[config.mk]
export PLATFORM = sky130hd
export DESIGN_NAME = cmd_stream_dma_flat
export DESIGN_NICKNAME = d
export VERILOG_FILES = /design/src/rtl/rrx_axi_pkg.sv /design/src/rtl/cmd_stream_dma_if.sv /design/src/rtl/cmd_dma_skid.sv /design/src/rtl/cmd_stream_dma.sv /design/src/flat_wrapper.sv
export SDC_FILE = /design/constraint.sdc
export NUM_CORES = 1
export LEC_CHECK = 0
export CAP_MARGIN = 30
export CELL_PAD_IN_SITES_DETAIL_PLACEMENT = 1
export CELL_PAD_IN_SITES_GLOBAL_PLACEMENT = 2
export CORE_UTILIZATION = 28
export DETAILED_ROUTE_END_ITERATION = 10
export MAX_ROUTING_LAYER = met4
export PLACE_DENSITY_LB_ADDON = 0.12
export SETUP_SLACK_MARGIN = 0.05
export SLEW_MARGIN = 10
export SYNTH_ARGS = -nofsm -noshare
export SYNTH_HDL_FRONTEND = slang
export SYNTH_SLANG_ARGS = --single-unit
[constraint.sdc]
create_clock -name aclk -period 4.3 [get_ports aclk]
set_input_delay 0.86 -clock aclk [delete_from_list [all_inputs] [get_ports aclk]]
set_output_delay 0.86 -clock aclk [all_outputs]
set_load 0.005 [all_outputs]
[src/rtl/rrx_axi_pkg.sv]
// Shared AXI read constants and FSM encoding for the command-stream DMA.
package rrx_axi_pkg;

    localparam logic [1:0] ST_IDLE = 2'd0;
    localparam logic [1:0] ST_ADDR = 2'd1;
    localparam logic [1:0] ST_DATA = 2'd2;

    localparam logic [1:0]  BURST_INCR  = 2'b01;
    localparam logic [1:0]  RESP_OKAY   = 2'b00;
    localparam logic [12:0] BOUNDARY_4K = 13'h1000;

    typedef logic [1:0] axi_resp_t;

    function automatic logic resp_is_error(input axi_resp_t resp);
        return (resp != RESP_OKAY);
    endfunction

endpackage

[src/rtl/cmd_stream_dma_if.sv]
// AXI4 read channels plus the command stream, bundled for the DMA and its bus/sink.
interface cmd_stream_dma_if #(
    parameter int DATA_WIDTH = 32,
    parameter int ADDR_WIDTH = 25,
    parameter int ID_WIDTH   = 8
);
    logic [ID_WIDTH-1:0]   m_axi_arid;
    logic [ADDR_WIDTH-1:0] m_axi_araddr;
    logic [7:0]            m_axi_arlen;
    logic [2:0]            m_axi_arsize;
    logic [1:0]            m_axi_arburst;
    logic                  m_axi_arlock;
    logic [3:0]            m_axi_arcache;
    logic [2:0]            m_axi_arprot;
    logic                  m_axi_arvalid;
    logic                  m_axi_arready;
    logic [ID_WIDTH-1:0]   m_axi_rid;
    logic [DATA_WIDTH-1:0] m_axi_rdata;
    logic [1:0]            m_axi_rresp;
    logic                  m_axi_rlast;
    logic                  m_axi_rvalid;
    logic                  m_axi_rready;
    logic                  m_cmd_axis_tvalid;
    logic                  m_cmd_axis_tlast;
    logic [DATA_WIDTH-1:0] m_cmd_axis_tdata;
    logic                  m_cmd_axis_tready;

    modport master (
        output m_axi_arid, m_axi_araddr, m_axi_arlen, m_axi_arsize, m_axi_arburst,
        output m_axi_arlock, m_axi_arcache, m_axi_arprot, m_axi_arvalid,
        input  m_axi_arready,
        input  m_axi_rid, m_axi_rdata, m_axi_rresp, m_axi_rlast, m_axi_rvalid,
        output m_axi_rready,
        output m_cmd_axis_tvalid, m_cmd_axis_tlast, m_cmd_axis_tdata,
        input  m_cmd_axis_tready
    );

    modport slave (
        input  m_axi_arid, m_axi_araddr, m_axi_arlen, m_axi_arsize, m_axi_arburst,
        input  m_axi_arlock, m_axi_arcache, m_axi_arprot, m_axi_arvalid,
        output m_axi_arready,
        output m_axi_rid, m_axi_rdata, m_axi_rresp, m_axi_rlast, m_axi_rvalid,
        input  m_axi_rready,
        input  m_cmd_axis_tvalid, m_cmd_axis_tlast, m_cmd_axis_tdata,
        output m_cmd_axis_tready
    );
endinterface

[src/rtl/cmd_dma_skid.sv]
// Two-entry skid buffer; valid and ready are both driven straight from flops.
module cmd_dma_skid #(
    parameter int WIDTH = 33
) (
    input  logic             clk,
    input  logic             rst_n,
    input  logic             in_valid,
    output logic             in_ready,
    input  logic [WIDTH-1:0] in_data,
    output logic             out_valid,
    input  logic             out_ready,
    output logic [WIDTH-1:0] out_data
);
    logic [WIDTH-1:0] mem_r [2];
    logic             wr_ptr_r;
    logic             rd_ptr_r;
    logic [1:0]       cnt_r;
    logic [1:0]       cnt_nxt_s;
    logic             ready_r;
    logic             valid_r;
    logic             push_s;
    logic             pop_s;

    assign push_s    = in_valid & ready_r;
    assign pop_s     = valid_r & out_ready;
    assign in_ready  = ready_r;
    assign out_valid = valid_r;
    assign out_data  = mem_r[rd_ptr_r];

    // Occupancy after this cycle's push/pop.
    always_comb begin
        cnt_nxt_s = cnt_r;
        case ({push_s, pop_s})
            2'b10:   cnt_nxt_s = cnt_r + 2'd1;
            2'b01:   cnt_nxt_s = cnt_r - 2'd1;
            default: cnt_nxt_s = cnt_r;
        endcase
    end

    // Storage, pointers and registered handshake flags.
    always_ff @(posedge clk or negedge rst_n) begin
        if (!rst_n) begin
            mem_r[0] <= {WIDTH{1'b0}};
            mem_r[1] <= {WIDTH{1'b0}};
            wr_ptr_r <= 1'b0;
            rd_ptr_r <= 1'b0;
            cnt_r    <= 2'd0;
            ready_r  <= 1'b1;
            valid_r  <= 1'b0;
        end else begin
            if (push_s) begin
                mem_r[wr_ptr_r] <= in_data;
                wr_ptr_r        <= ~wr_ptr_r;
            end
            if (pop_s) begin
                rd_ptr_r <= ~rd_ptr_r;
            end
            cnt_r   <= cnt_nxt_s;
            ready_r <= (cnt_nxt_s != 2'd2);
            valid_r <= (cnt_nxt_s != 2'd0);
        end
    end
endmodule

[src/rtl/cmd_stream_dma.sv]
// Fetches a word buffer over AXI4 read bursts and replays it as a command stream.
module cmd_stream_dma
    import rrx_axi_pkg::*;
#(
    parameter int DATA_WIDTH    = 32,
    parameter int ADDR_WIDTH    = 25,
    parameter int ID_WIDTH      = 8,
    parameter int MAX_BURST_LEN = 16,
    parameter int LEN_WIDTH     = 16
) (
    input  logic                  aclk,
    input  logic                  resetn,
    input  logic                  start,
    input  logic [ADDR_WIDTH-1:0] src_addr,
    input  logic [LEN_WIDTH-1:0]  word_count,
    output logic                  busy,
    output logic                  done,
    output logic                  error,
    cmd_stream_dma_if.master      bus
);
    localparam int          BYTES     = DATA_WIDTH / 8;
    localparam int          SIZE_LOG2 = $clog2(BYTES);
    localparam logic [31:0] MAX_BEATS = 32'(MAX_BURST_LEN);
    localparam logic [ADDR_WIDTH-1:0] ALIGN_MASK = ~(ADDR_WIDTH'(BYTES - 1));

    logic [1:0]            state_r;
    logic [ADDR_WIDTH-1:0] addr_r;
    logic [LEN_WIDTH-1:0]  remaining_r;
    logic                  busy_r;
    logic                  error_r;
    logic                  zero_done_r;

    logic [12:0]           bound_words_s;
    logic [31:0]           rem_s;
    logic [31:0]           cap_s;
    logic [31:0]           beats_s;
    logic                  start_acc_s;
    logic                  ar_fire_s;
    logic                  r_fire_s;
    logic                  final_fire_s;
    logic                  last_beat_s;
    logic                  skid_in_valid_s;
    logic                  skid_in_ready_s;
    logic                  skid_out_valid_s;
    logic [DATA_WIDTH:0]   skid_out_data_s;
    logic                  unused_s;

    // Burst size: bounded by what is left, the burst cap and the next 4 KiB line.
    assign bound_words_s = (BOUNDARY_4K - {1'b0, addr_r[11:0]}) >> SIZE_LOG2;
    assign rem_s         = 32'(remaining_r);
    assign cap_s         = (rem_s > MAX_BEATS) ? MAX_BEATS : rem_s;
    assign beats_s       = (cap_s > 32'(bound_words_s)) ? 32'(bound_words_s) : cap_s;

    assign start_acc_s     = start & (state_r == ST_IDLE) & ~busy_r;
    assign ar_fire_s       = (state_r == ST_ADDR) & bus.m_axi_arready;
    assign skid_in_valid_s = bus.m_axi_rvalid & (state_r == ST_DATA);
    assign r_fire_s        = skid_in_valid_s & skid_in_ready_s;
    // remaining_r is already net of the current burst, so zero here marks the final word.
    assign last_beat_s     = bus.m_axi_rlast & (remaining_r == {LEN_WIDTH{1'b0}});
    assign final_fire_s    = skid_out_valid_s & bus.m_cmd_axis_tready & skid_out_data_s[DATA_WIDTH];

    assign bus.m_axi_arid    = {ID_WIDTH{1'b0}};
    assign bus.m_axi_araddr  = addr_r;
    assign bus.m_axi_arlen   = beats_s[7:0] - 8'd1;
    assign bus.m_axi_arsize  = 3'(SIZE_LOG2);
    assign bus.m_axi_arburst = BURST_INCR;
    assign bus.m_axi_arlock  = 1'b0;
    assign bus.m_axi_arcache = 4'd0;
    assign bus.m_axi_arprot  = 3'd0;
    assign bus.m_axi_arvalid = (state_r == ST_ADDR);
    assign bus.m_axi_rready  = (state_r == ST_DATA) & skid_in_ready_s;

    assign bus.m_cmd_axis_tvalid = skid_out_valid_s;
    assign bus.m_cmd_axis_tlast  = skid_out_data_s[DATA_WIDTH];
    assign bus.m_cmd_axis_tdata  = skid_out_data_s[DATA_WIDTH-1:0];

    assign busy     = busy_r & ~final_fire_s;
    assign done     = zero_done_r | final_fire_s;
    assign error    = error_r;
    assign unused_s = ^bus.m_axi_rid;

    cmd_dma_skid #(
        .WIDTH(DATA_WIDTH + 1)
    ) u_skid (
        .clk      (aclk),
        .rst_n    (resetn),
        .in_valid (skid_in_valid_s),
        .in_ready (skid_in_ready_s),
        .in_data  ({last_beat_s, bus.m_axi_rdata}),
        .out_valid(skid_out_valid_s),
        .out_ready(bus.m_cmd_axis_tready),
        .out_data (skid_out_data_s)
    );

    // Burst sequencer: one outstanding AR at a time.
    always_ff @(posedge aclk or negedge resetn) begin
        if (!resetn) begin
            state_r     <= ST_IDLE;
            addr_r      <= {ADDR_WIDTH{1'b0}};
            remaining_r <= {LEN_WIDTH{1'b0}};
        end else begin
            case (state_r)
                ST_IDLE: begin
                    if (start_acc_s && (word_count != {LEN_WIDTH{1'b0}})) begin
                        addr_r      <= src_addr & ALIGN_MASK;
                        remaining_r <= word_count;
                        state_r     <= ST_ADDR;
                    end
                end
                ST_ADDR: begin
                    if (ar_fire_s) begin
                        addr_r      <= addr_r + ADDR_WIDTH'(beats_s << SIZE_LOG2);
                        remaining_r <= remaining_r - LEN_WIDTH'(beats_s);
                        state_r     <= ST_DATA;
                    end
                end
                ST_DATA: begin
                    if (r_fire_s && bus.m_axi_rlast) begin
                        state_r <= (remaining_r != {LEN_WIDTH{1'b0}}) ? ST_ADDR : ST_IDLE;
                    end
                end
                default: state_r <= ST_IDLE;
            endcase
        end
    end

    // Transfer status: busy spans until the final stream word drains from the skid.
    always_ff @(posedge aclk or negedge resetn) begin
        if (!resetn) begin
            busy_r      <= 1'b0;
            error_r     <= 1'b0;
            zero_done_r <= 1'b0;
        end else begin
            zero_done_r <= start_acc_s & (word_count == {LEN_WIDTH{1'b0}});
            if (start_acc_s && (word_count != {LEN_WIDTH{1'b0}})) begin
                busy_r <= 1'b1;
            end else if (final_fire_s) begin
                busy_r <= 1'b0;
            end else begin
                busy_r <= busy_r;
            end
            if (start_acc_s) begin
                error_r <= 1'b0;
            end else if (r_fire_s && resp_is_error(bus.m_axi_rresp)) begin
                error_r <= 1'b1;
            end else begin
                error_r <= error_r;
            end
        end
    end
endmodule

[src/flat_wrapper.sv]
// flat-port wrapper written by rule: the top's interface ports become plain ports
module cmd_stream_dma_flat import rrx_axi_pkg::*;
#(
    parameter int DATA_WIDTH    = 32,
    parameter int ADDR_WIDTH    = 25,
    parameter int ID_WIDTH      = 8,
    parameter int MAX_BURST_LEN = 16,
    parameter int LEN_WIDTH     = 16
)
  (aclk, resetn, start, src_addr, word_count, busy, done, error, bus_m_axi_arid, bus_m_axi_araddr, bus_m_axi_arlen, bus_m_axi_arsize, bus_m_axi_arburst, bus_m_axi_arlock, bus_m_axi_arcache, bus_m_axi_arprot, bus_m_axi_arvalid, bus_m_axi_arready, bus_m_axi_rid, bus_m_axi_rdata, bus_m_axi_rresp, bus_m_axi_rlast, bus_m_axi_rvalid, bus_m_axi_rready, bus_m_cmd_axis_tvalid, bus_m_cmd_axis_tlast, bus_m_cmd_axis_tdata, bus_m_cmd_axis_tready);
  cmd_stream_dma_if #(.DATA_WIDTH(DATA_WIDTH), .ADDR_WIDTH(ADDR_WIDTH), .ID_WIDTH(ID_WIDTH)) bus_i ();
  input  logic aclk;
  input  logic resetn;
  input  logic start;
  input  logic [ADDR_WIDTH-1:0] src_addr;
  input  logic [LEN_WIDTH-1:0] word_count;
  output logic busy;
  output logic done;
  output logic error;
  output wire logic [$bits(bus_i.m_axi_arid)-1:0] bus_m_axi_arid;
  output wire logic [$bits(bus_i.m_axi_araddr)-1:0] bus_m_axi_araddr;
  output wire logic [$bits(bus_i.m_axi_arlen)-1:0] bus_m_axi_arlen;
  output wire logic [$bits(bus_i.m_axi_arsize)-1:0] bus_m_axi_arsize;
  output wire logic [$bits(bus_i.m_axi_arburst)-1:0] bus_m_axi_arburst;
  output wire logic [$bits(bus_i.m_axi_arlock)-1:0] bus_m_axi_arlock;
  output wire logic [$bits(bus_i.m_axi_arcache)-1:0] bus_m_axi_arcache;
  output wire logic [$bits(bus_i.m_axi_arprot)-1:0] bus_m_axi_arprot;
  output wire logic [$bits(bus_i.m_axi_arvalid)-1:0] bus_m_axi_arvalid;
  input wire logic [$bits(bus_i.m_axi_arready)-1:0] bus_m_axi_arready;
  input wire logic [$bits(bus_i.m_axi_rid)-1:0] bus_m_axi_rid;
  input wire logic [$bits(bus_i.m_axi_rdata)-1:0] bus_m_axi_rdata;
  input wire logic [$bits(bus_i.m_axi_rresp)-1:0] bus_m_axi_rresp;
  input wire logic [$bits(bus_i.m_axi_rlast)-1:0] bus_m_axi_rlast;
  input wire logic [$bits(bus_i.m_axi_rvalid)-1:0] bus_m_axi_rvalid;
  output wire logic [$bits(bus_i.m_axi_rready)-1:0] bus_m_axi_rready;
  output wire logic [$bits(bus_i.m_cmd_axis_tvalid)-1:0] bus_m_cmd_axis_tvalid;
  output wire logic [$bits(bus_i.m_cmd_axis_tlast)-1:0] bus_m_cmd_axis_tlast;
  output wire logic [$bits(bus_i.m_cmd_axis_tdata)-1:0] bus_m_cmd_axis_tdata;
  input wire logic [$bits(bus_i.m_cmd_axis_tready)-1:0] bus_m_cmd_axis_tready;
  assign bus_m_axi_arid = bus_i.m_axi_arid;
  assign bus_m_axi_araddr = bus_i.m_axi_araddr;
  assign bus_m_axi_arlen = bus_i.m_axi_arlen;
  assign bus_m_axi_arsize = bus_i.m_axi_arsize;
  assign bus_m_axi_arburst = bus_i.m_axi_arburst;
  assign bus_m_axi_arlock = bus_i.m_axi_arlock;
  assign bus_m_axi_arcache = bus_i.m_axi_arcache;
  assign bus_m_axi_arprot = bus_i.m_axi_arprot;
  assign bus_m_axi_arvalid = bus_i.m_axi_arvalid;
  assign bus_i.m_axi_arready = bus_m_axi_arready;
  assign bus_i.m_axi_rid = bus_m_axi_rid;
  assign bus_i.m_axi_rdata = bus_m_axi_rdata;
  assign bus_i.m_axi_rresp = bus_m_axi_rresp;
  assign bus_i.m_axi_rlast = bus_m_axi_rlast;
  assign bus_i.m_axi_rvalid = bus_m_axi_rvalid;
  assign bus_m_axi_rready = bus_i.m_axi_rready;
  assign bus_m_cmd_axis_tvalid = bus_i.m_cmd_axis_tvalid;
  assign bus_m_cmd_axis_tlast = bus_i.m_cmd_axis_tlast;
  assign bus_m_cmd_axis_tdata = bus_i.m_cmd_axis_tdata;
  assign bus_i.m_cmd_axis_tready = bus_m_cmd_axis_tready;
  cmd_stream_dma #(.DATA_WIDTH(DATA_WIDTH), .ADDR_WIDTH(ADDR_WIDTH), .ID_WIDTH(ID_WIDTH), .MAX_BURST_LEN(MAX_BURST_LEN), .LEN_WIDTH(LEN_WIDTH)) u_core (.aclk(aclk), .resetn(resetn), .start(start), .src_addr(src_addr), .word_count(word_count), .busy(busy), .done(done), .error(error), .bus(bus_i));
endmodule
[Word-level counts from Yosys, hierarchy flattened]
Cells that the tools add are included.
Storage, ports and cells
  flip-flop bits (word level): 118
  logic and storage cells: 90
Operators by class
  add/sub/neg operators: 6
  magnitude comparators: 5
  equality and inequality tests: 8
  mux-type cells: 24
  bitwise gates (word level): 18
  reductions and logical operators: 16
Operators by type and width (count)
  2-to-1 mux 33 bit: 4
  bitwise mux 66 bit: 1
  2-to-1 mux 25 bit: 2
  one-hot mux 25 bit (2 select lines): 1
  2-to-1 mux 16 bit: 3
  demux 33 bit (select 1 bit): 1
  greater-than comparator 32 x 11 -> 1 bit: 1
  logical NOT 16 bit: 2
  one-hot mux 16 bit (2 select lines): 1
  nonzero test 16 bit: 2
  adder 25 bit: 1
  2-to-1 mux 23 bit: 1
  greater-than comparator 16 x 5 -> 1 bit, second input constant: 1
  subtractor 16 bit: 1
  subtractor 13 x 12 -> 13 bit, first input constant: 1
  bitwise AND 1 bit: 11
  nonzero test 2 bit: 5
  subtractor 8 x 1 -> 8 bit, second input constant: 1
  2-to-1 mux 2 bit: 3
  != test 2 bit, second input constant: 3
  one-hot mux 2 bit (3 select lines): 1
  AND reduction 3 bit: 2
  2-to-1 mux 1 bit: 5
  equality test 2 x 1 -> 1 bit, second input constant: 2
  12 further kinds: 21

[Longest topological paths before layout]
  word-level depth: 7
  depth in mapped cells: 23
  depth with buffers taken out: 22

[Modules after synthesis]
Synthesis repeated with hierarchy kept, for this count alone.
Unflattened totals
  cells, all modules: 776
  area, all modules: 7865.0 um^2
Modules (own cells, without submodules)
  cmd_stream_dma: instances 1, cells an instance 573, area an instance 4635.7 um^2, sequential area each 1101.1 um^2
  cmd_dma_skid: instances 1, cells an instance 203, area an instance 3229.3 um^2, sequential area each 1803.0 um^2

[Worst setup path after synthesis]
No wires, ideal clock.
  kind: register to register
  start: reg u_core.addr_r[2] (netlist: u_core.bus.m_axi_araddr[2])
  end: reg u_core.addr_r[22] (netlist: u_core.bus.m_axi_araddr[22])
  setup time: 0.124 ns
  data arrival time: 4.491 ns
  slack: -0.314 ns
  stages on the path, launching flop included: 24
  path buffers: 1
  period minus slack after synthesis: 4.614 ns
  path through: dfrtp_1 > inv_1 > ha_1 > nand2_1 > or3_1 > xor2_1 > inv_1 > ha_1 > nand4_1 > a21oi_1 > o21bai_1 > a21o_1 > buf_2 > nor2_1 > o21bai_1 > ha_1 > fa_1 > a211oi_1 > o21bai_1 > o21ai_1 > nand2b_1 > a21bo_1 > nor3b_1 > o31a_1
Between the ends
  longest elaborated chain between the ends: 6
RTL lines
  from (decl): RTL line cmd_stream_dma.sv:27  | logic [ADDR_WIDTH-1:0] addr_r;
  from (signal assigned): RTL line cmd_stream_dma.sv:99  | addr_r <= {ADDR_WIDTH{1'b0}};
  from (signal assigned): RTL line cmd_stream_dma.sv:105  | addr_r <= src_addr & ALIGN_MASK;
  from (signal assigned): RTL line cmd_stream_dma.sv:112  | addr_r <= addr_r + ADDR_WIDTH'(beats_s << SIZE_LOG2);
  subtractor 13 x 12 -> 13 bit: RTL line cmd_stream_dma.sv:49  | assign bound_words_s = (BOUNDARY_4K - {1'b0, addr_r[11:0]}) >> SIZE_LOG2;
  greater-than comparator 32 x 11 -> 1 bit: RTL line cmd_stream_dma.sv:52  | assign beats_s = (cap_s > 32'(bound_words_s)) ? 32'(bound_words_s) : cap_s;
  2-to-1 mux 23 bit: RTL line cmd_stream_dma.sv:52
  adder 25 bit *: RTL line cmd_stream_dma.sv:112
  2-to-1 mux 25 bit *: RTL line cmd_stream_dma.sv:111  | if (ar_fire_s) begin
  one-hot mux 25 bit (2 select lines) *: RTL line cmd_stream_dma.sv:102  | case (state_r)
Mark *: on every way between the ends. The rest lies on a longest branch, timed or not. The select of a mux whose other input is x is not followed.
A chain may end at the register's enable or synchronous reset.

[Worst setup path in the final report]
  start: reg u_core.remaining_r[13]
  end: reg u_core.addr_r[22] (netlist: u_core.bus.m_axi_araddr[22])
Between the ends
  longest elaborated chain between the ends: 7
RTL lines
  from (decl): RTL line cmd_stream_dma.sv:28  | logic [LEN_WIDTH-1:0] remaining_r;
  from (signal assigned): RTL line cmd_stream_dma.sv:100  | remaining_r <= {LEN_WIDTH{1'b0}};
  from (signal assigned): RTL line cmd_stream_dma.sv:106  | remaining_r <= word_count;
  from (signal assigned): RTL line cmd_stream_dma.sv:113  | remaining_r <= remaining_r - LEN_WIDTH'(beats_s);
  greater-than comparator 16 x 5 -> 1 bit: RTL line cmd_stream_dma.sv:51  | assign cap_s = (rem_s > MAX_BEATS) ? MAX_BEATS : rem_s;
  2-to-1 mux 16 bit *: RTL line cmd_stream_dma.sv:51
  greater-than comparator 32 x 11 -> 1 bit: RTL line cmd_stream_dma.sv:52
  2-to-1 mux 23 bit *: RTL line cmd_stream_dma.sv:52
  adder 25 bit *: RTL line cmd_stream_dma.sv:112
  2-to-1 mux 25 bit *: RTL line cmd_stream_dma.sv:111
  one-hot mux 25 bit (2 select lines) *: RTL line cmd_stream_dma.sv:102
Marks and branches as above.

==> flow_metrics.tcl <==
set metrics [dict create \
    status "finished with violations" \
    violations "setup timing" \
    cts_root_buffer "clkbuf_16" \
    die-area_sq_um 28200 \
    fp.dieW_um 168 \
    synth.most_common_cell "dfrtp_1" \
    grt_max_degree 49 \
    synth-edff-count 0 \
    final_core_util 0.454 \
    yosysTopAreaCell "dfrtp_1" \
    cts_buffer_depth 2 \
    clk_latency_ns 0.42 \
    synth-xor-area-share 0.0443 \
    synthMuxAreaShare 0.147 \
    grt_usage 0.193 \
    vias_per_cell 4.83 \
    fin_crit_sh 1.09 \
    io_pins 183 \
    ys_top_cells_by_count "dfrtp_1 (115), mux2_2 (97), nand2_1 (61)" \
    arrival_ns 5.00 \
    synth_top_area_frac 0.373 \
    core_sq_um 27000 \
    max_cap_viol_count 0 \
    finalCriticalPeriod_ns 4.69 \
    ys_seq_area_frac 0.377 \
    slew_headroom 0.431 \
    grt-ovfl-total 0 \
    grt_pass1_wl_um 41100 \
    synth-simple-area-share 0.138 \
    hold_viol_final 0 \
    synth-async-reset-ratio 1.00 \
    grt_pass1_vias 7451 \
    num_rows 60 \
    io_buffers 149 \
    finalSetupViolCount 33 \
    routedWlPerCell_um 17.9 \
    tightest_slew_ns 0.853 \
    ys_warn_count 0 \
    initial_core_util 0.286 \
    critical_path_class "reg2reg" \
    place_congestion 0.801 \
    syn_avg_cell_area_sq_um 9.76 \
    hold_class "in2async" \
    yosysUniqueCellTypes 70 \
    antenna_found_initial 0 \
    dr.pass1.iters 4 \
    synth-seq-cells 116 \
    fin_worst_skew_ns 0.0139 \
    dpl.hpwl_um 18900 \
    synth_compound_area_frac 0.154 \
    rsz0062_at_grt "true" \
    routed_wirelength_um 26100 \
    drv_slew 0 \
    synth_cells 790 \
    drc 0 \
    p_per_area_nw_per_um2 880 \
    power.leakage_nw 5.34 \
    path_clk_slew_ns 0.06 \
    num_antenna_cells 0 \
    fp.dieH_um 168 \
    cts_tree "done" \
    vdd_drop_max_v 0.000255 \
    drt_first_iter_violations 211 \
    cp-start-kind "flip-flop" \
    synth_flop_cell "dfrtp_1" \
    cts_buffers 17 \
    setup_tns_ns -6.43 \
    synthAdderAreaFrac 0.0831 \
    finalWorstSetupSlack_ns -0.394 \
    cts_htree_levels 4 \
    synth_area_sq_um 7710 \
    holdWs_ns 0.379 \
    fmax_mhz 213 \
    drive_gt1_frac 0.396 \
    cts_sinks 116 \
    rr_worst_depth 23 \
    cp.required_ns 4.61 \
    vias 7064 \
    final_nets 1250 \
    drtAntennaViolNets 0 \
    synth_top_family_by_area "compound AO/OA/AOI/OAI gates" \
    critPathMaxFanout 7 \
    yosys-top-cells-area "dfrtp_1 (37%), mux2_2 (14%), ha_1 (7.8%)" \
    area_growth_pct 58.7 \
    cp-end-kind "flip-flop" \
]
flip-flops by register name, summed over array words and instances, names as in the netlist:
register,flops
u_core.u_skid.mem_r,66
u_core.bus.m_axi_araddr,23
u_core.remaining_r,16
u_core.state_r,2
u_core.u_skid.cnt_r,2
u_core.busy_r,1
u_core.error,1
u_core.u_skid.in_ready,1
u_core.u_skid.out_valid,1
u_core.u_skid.rd_ptr_r,1
u_core.u_skid.wr_ptr_r,1
u_core.zero_done_r,1
stage by stage:
step	cell area, sq um	cells	worst slack, ns	power (mW)
2_1_floorplan	7950	826	0.0356	5.18
3_3_place_gp	10600	1401	-0.567	7.96
3_5_place_dp	10600	1402	-0.647	8.05
4_1_cts	11700	1449	-0.480	10.2
5_1_grt	12200	1463	-0.591	11.6
6_report	12200	1463	-0.394	10.8
timing repair:
| action | in CTS | in global routing |
|---|---|---|
| endpoints found under the setup margin | 41 | 43 |
| gates resized for setup | 100 | 106 |
| hold buffers | 0 | 0 |
| pin swaps | 40 | 51 |
| setup buffers | 16 | 19 |
power breakdown:
| group | internal (mW) | switching, mW |
|---|---|---|
| clock | 0.916 | 0.589 |
| sequential | 1.63 | 0.370 |
| combinational | 3.96 | 3.31 |
| total | 6.50 | 4.27 |
logic make-up (layout without fill, tap and decap cells):
| kind of cell | Yosys count | after routing |
|---|---|---|
| flip-flops | 116 | 116 |
| multiplexers | 101 | 101 |
| adder cells (fa/ha/maj) | 50 | 50 |
| other | 2 | 38 |
| XOR/XNOR | 39 | 39 |
| AND/OR/NAND/NOR | 214 | 214 |
| AO/OA/AOI/OAI | 186 | 186 |
| buffers and inverters | 82 | 378 |
metal layers:
layer | up-vias | wire length (um) | track usage
li1 | 3426 | - | -
met1 | 3502 | 12400 | 0.253
met2 | 112 | 12700 | 0.313
met3 | 24 | 666 | 0.0273
met4 | 0 | 353 | 0.0487
met5 | - | 0 | -
area by class of cell:
cell class	count	area, sq um
well taps	341	427
fillers	2970	14700
inverters	28	108
repair buffers	319	2880
multi-input cells	628	5310
clock inverters	14	179
clock buffers	17	425
flip-flops and latches	116	2910
critical path: stages, from the launching register on:
cell and delay, ns:
dfrtp_1 0.40, nor4_2 0.33, nand3_2 0.15, buf_6 0.16
nor3_4 0.15, ha_1 0.28, nor2b_4 0.13, o211ai_1 0.14
a21oi_1 0.09, o21bai_1 0.19, a21o_2 0.27, buf_6 0.12
buf_6 0.10, mux2i_4 0.23, buf_6 0.14, buf_6 0.09
ha_4 0.21, a211oi_4 0.28, o21bai_2 0.13, o21ai_2 0.19
nand2b_1 0.12, a21bo_4 0.26, nor3b_2 0.16, o31a_1 0.24
layout by cell type, fill, tap and decap left out, types with 5 or more instances in the layout:
| cell | n |
|---|---|
| nand2_2 | 8 |
| o21a_1 | 6 |
| conb_1 | 38 |
| a31oi_1 | 5 |
| xnor2_1 | 12 |
| clkbuf_16 | 17 |
| xnor2_2 | 5 |
| o21ai_1 | 19 |
| nor4_1 | 6 |
| a21oi_1 | 32 |
| nor2_2 | 7 |
| nor3_2 | 6 |
| ha_1 | 34 |
| buf_4 | 144 |
| buf_6 | 24 |
| inv_2 | 7 |
| ha_4 | 12 |
| nand2_1 | 54 |
| dfrtp_1 | 113 |
| mux2_2 | 97 |
| nand4_1 | 7 |
| nor2_1 | 44 |
| inv_1 | 20 |
| a21oi_2 | 7 |
| a21o_1 | 15 |
| nand2b_1 | 7 |
| o22ai_1 | 15 |
| o21ai_2 | 7 |
| nand3_1 | 11 |
| nor2_4 | 7 |
| and2_1 | 6 |
| xor2_1 | 21 |
| a21oi_4 | 6 |
| clkdlybuf4s50_1 | 141 |
| nor3_1 | 11 |
| o21ai_0 | 24 |
path summary, 6_finish.rpt:
kind	startpoint	to	slack, ns
setup / recovery	u_core.remaining_r[13]$_DFFE_PN0P_	u_core.bus.m_axi_araddr[22]$_DFFE_PN0P_	-0.39
hold / removal	resetn	u_core.u_skid.mem_r[8]$_DFFE_PN0P_	0.38
setup reg to reg	u_core.remaining_r[13]$_DFFE_PN0P_	u_core.bus.m_axi_araddr[22]$_DFFE_PN0P_	-0.39
hold reg to reg	u_core.u_skid.cnt_r[1]$_DFF_PN0_	u_core.u_skid.cnt_r[1]$_DFF_PN0_	0.48
max in group asynchronous	resetn	u_core.u_skid.in_ready$_DFF_PN1_	3.27
min in group aclk	u_core.u_skid.cnt_r[1]$_DFF_PN0_	u_core.u_skid.cnt_r[1]$_DFF_PN0_	0.48
(Power assumes the default switching activity.)
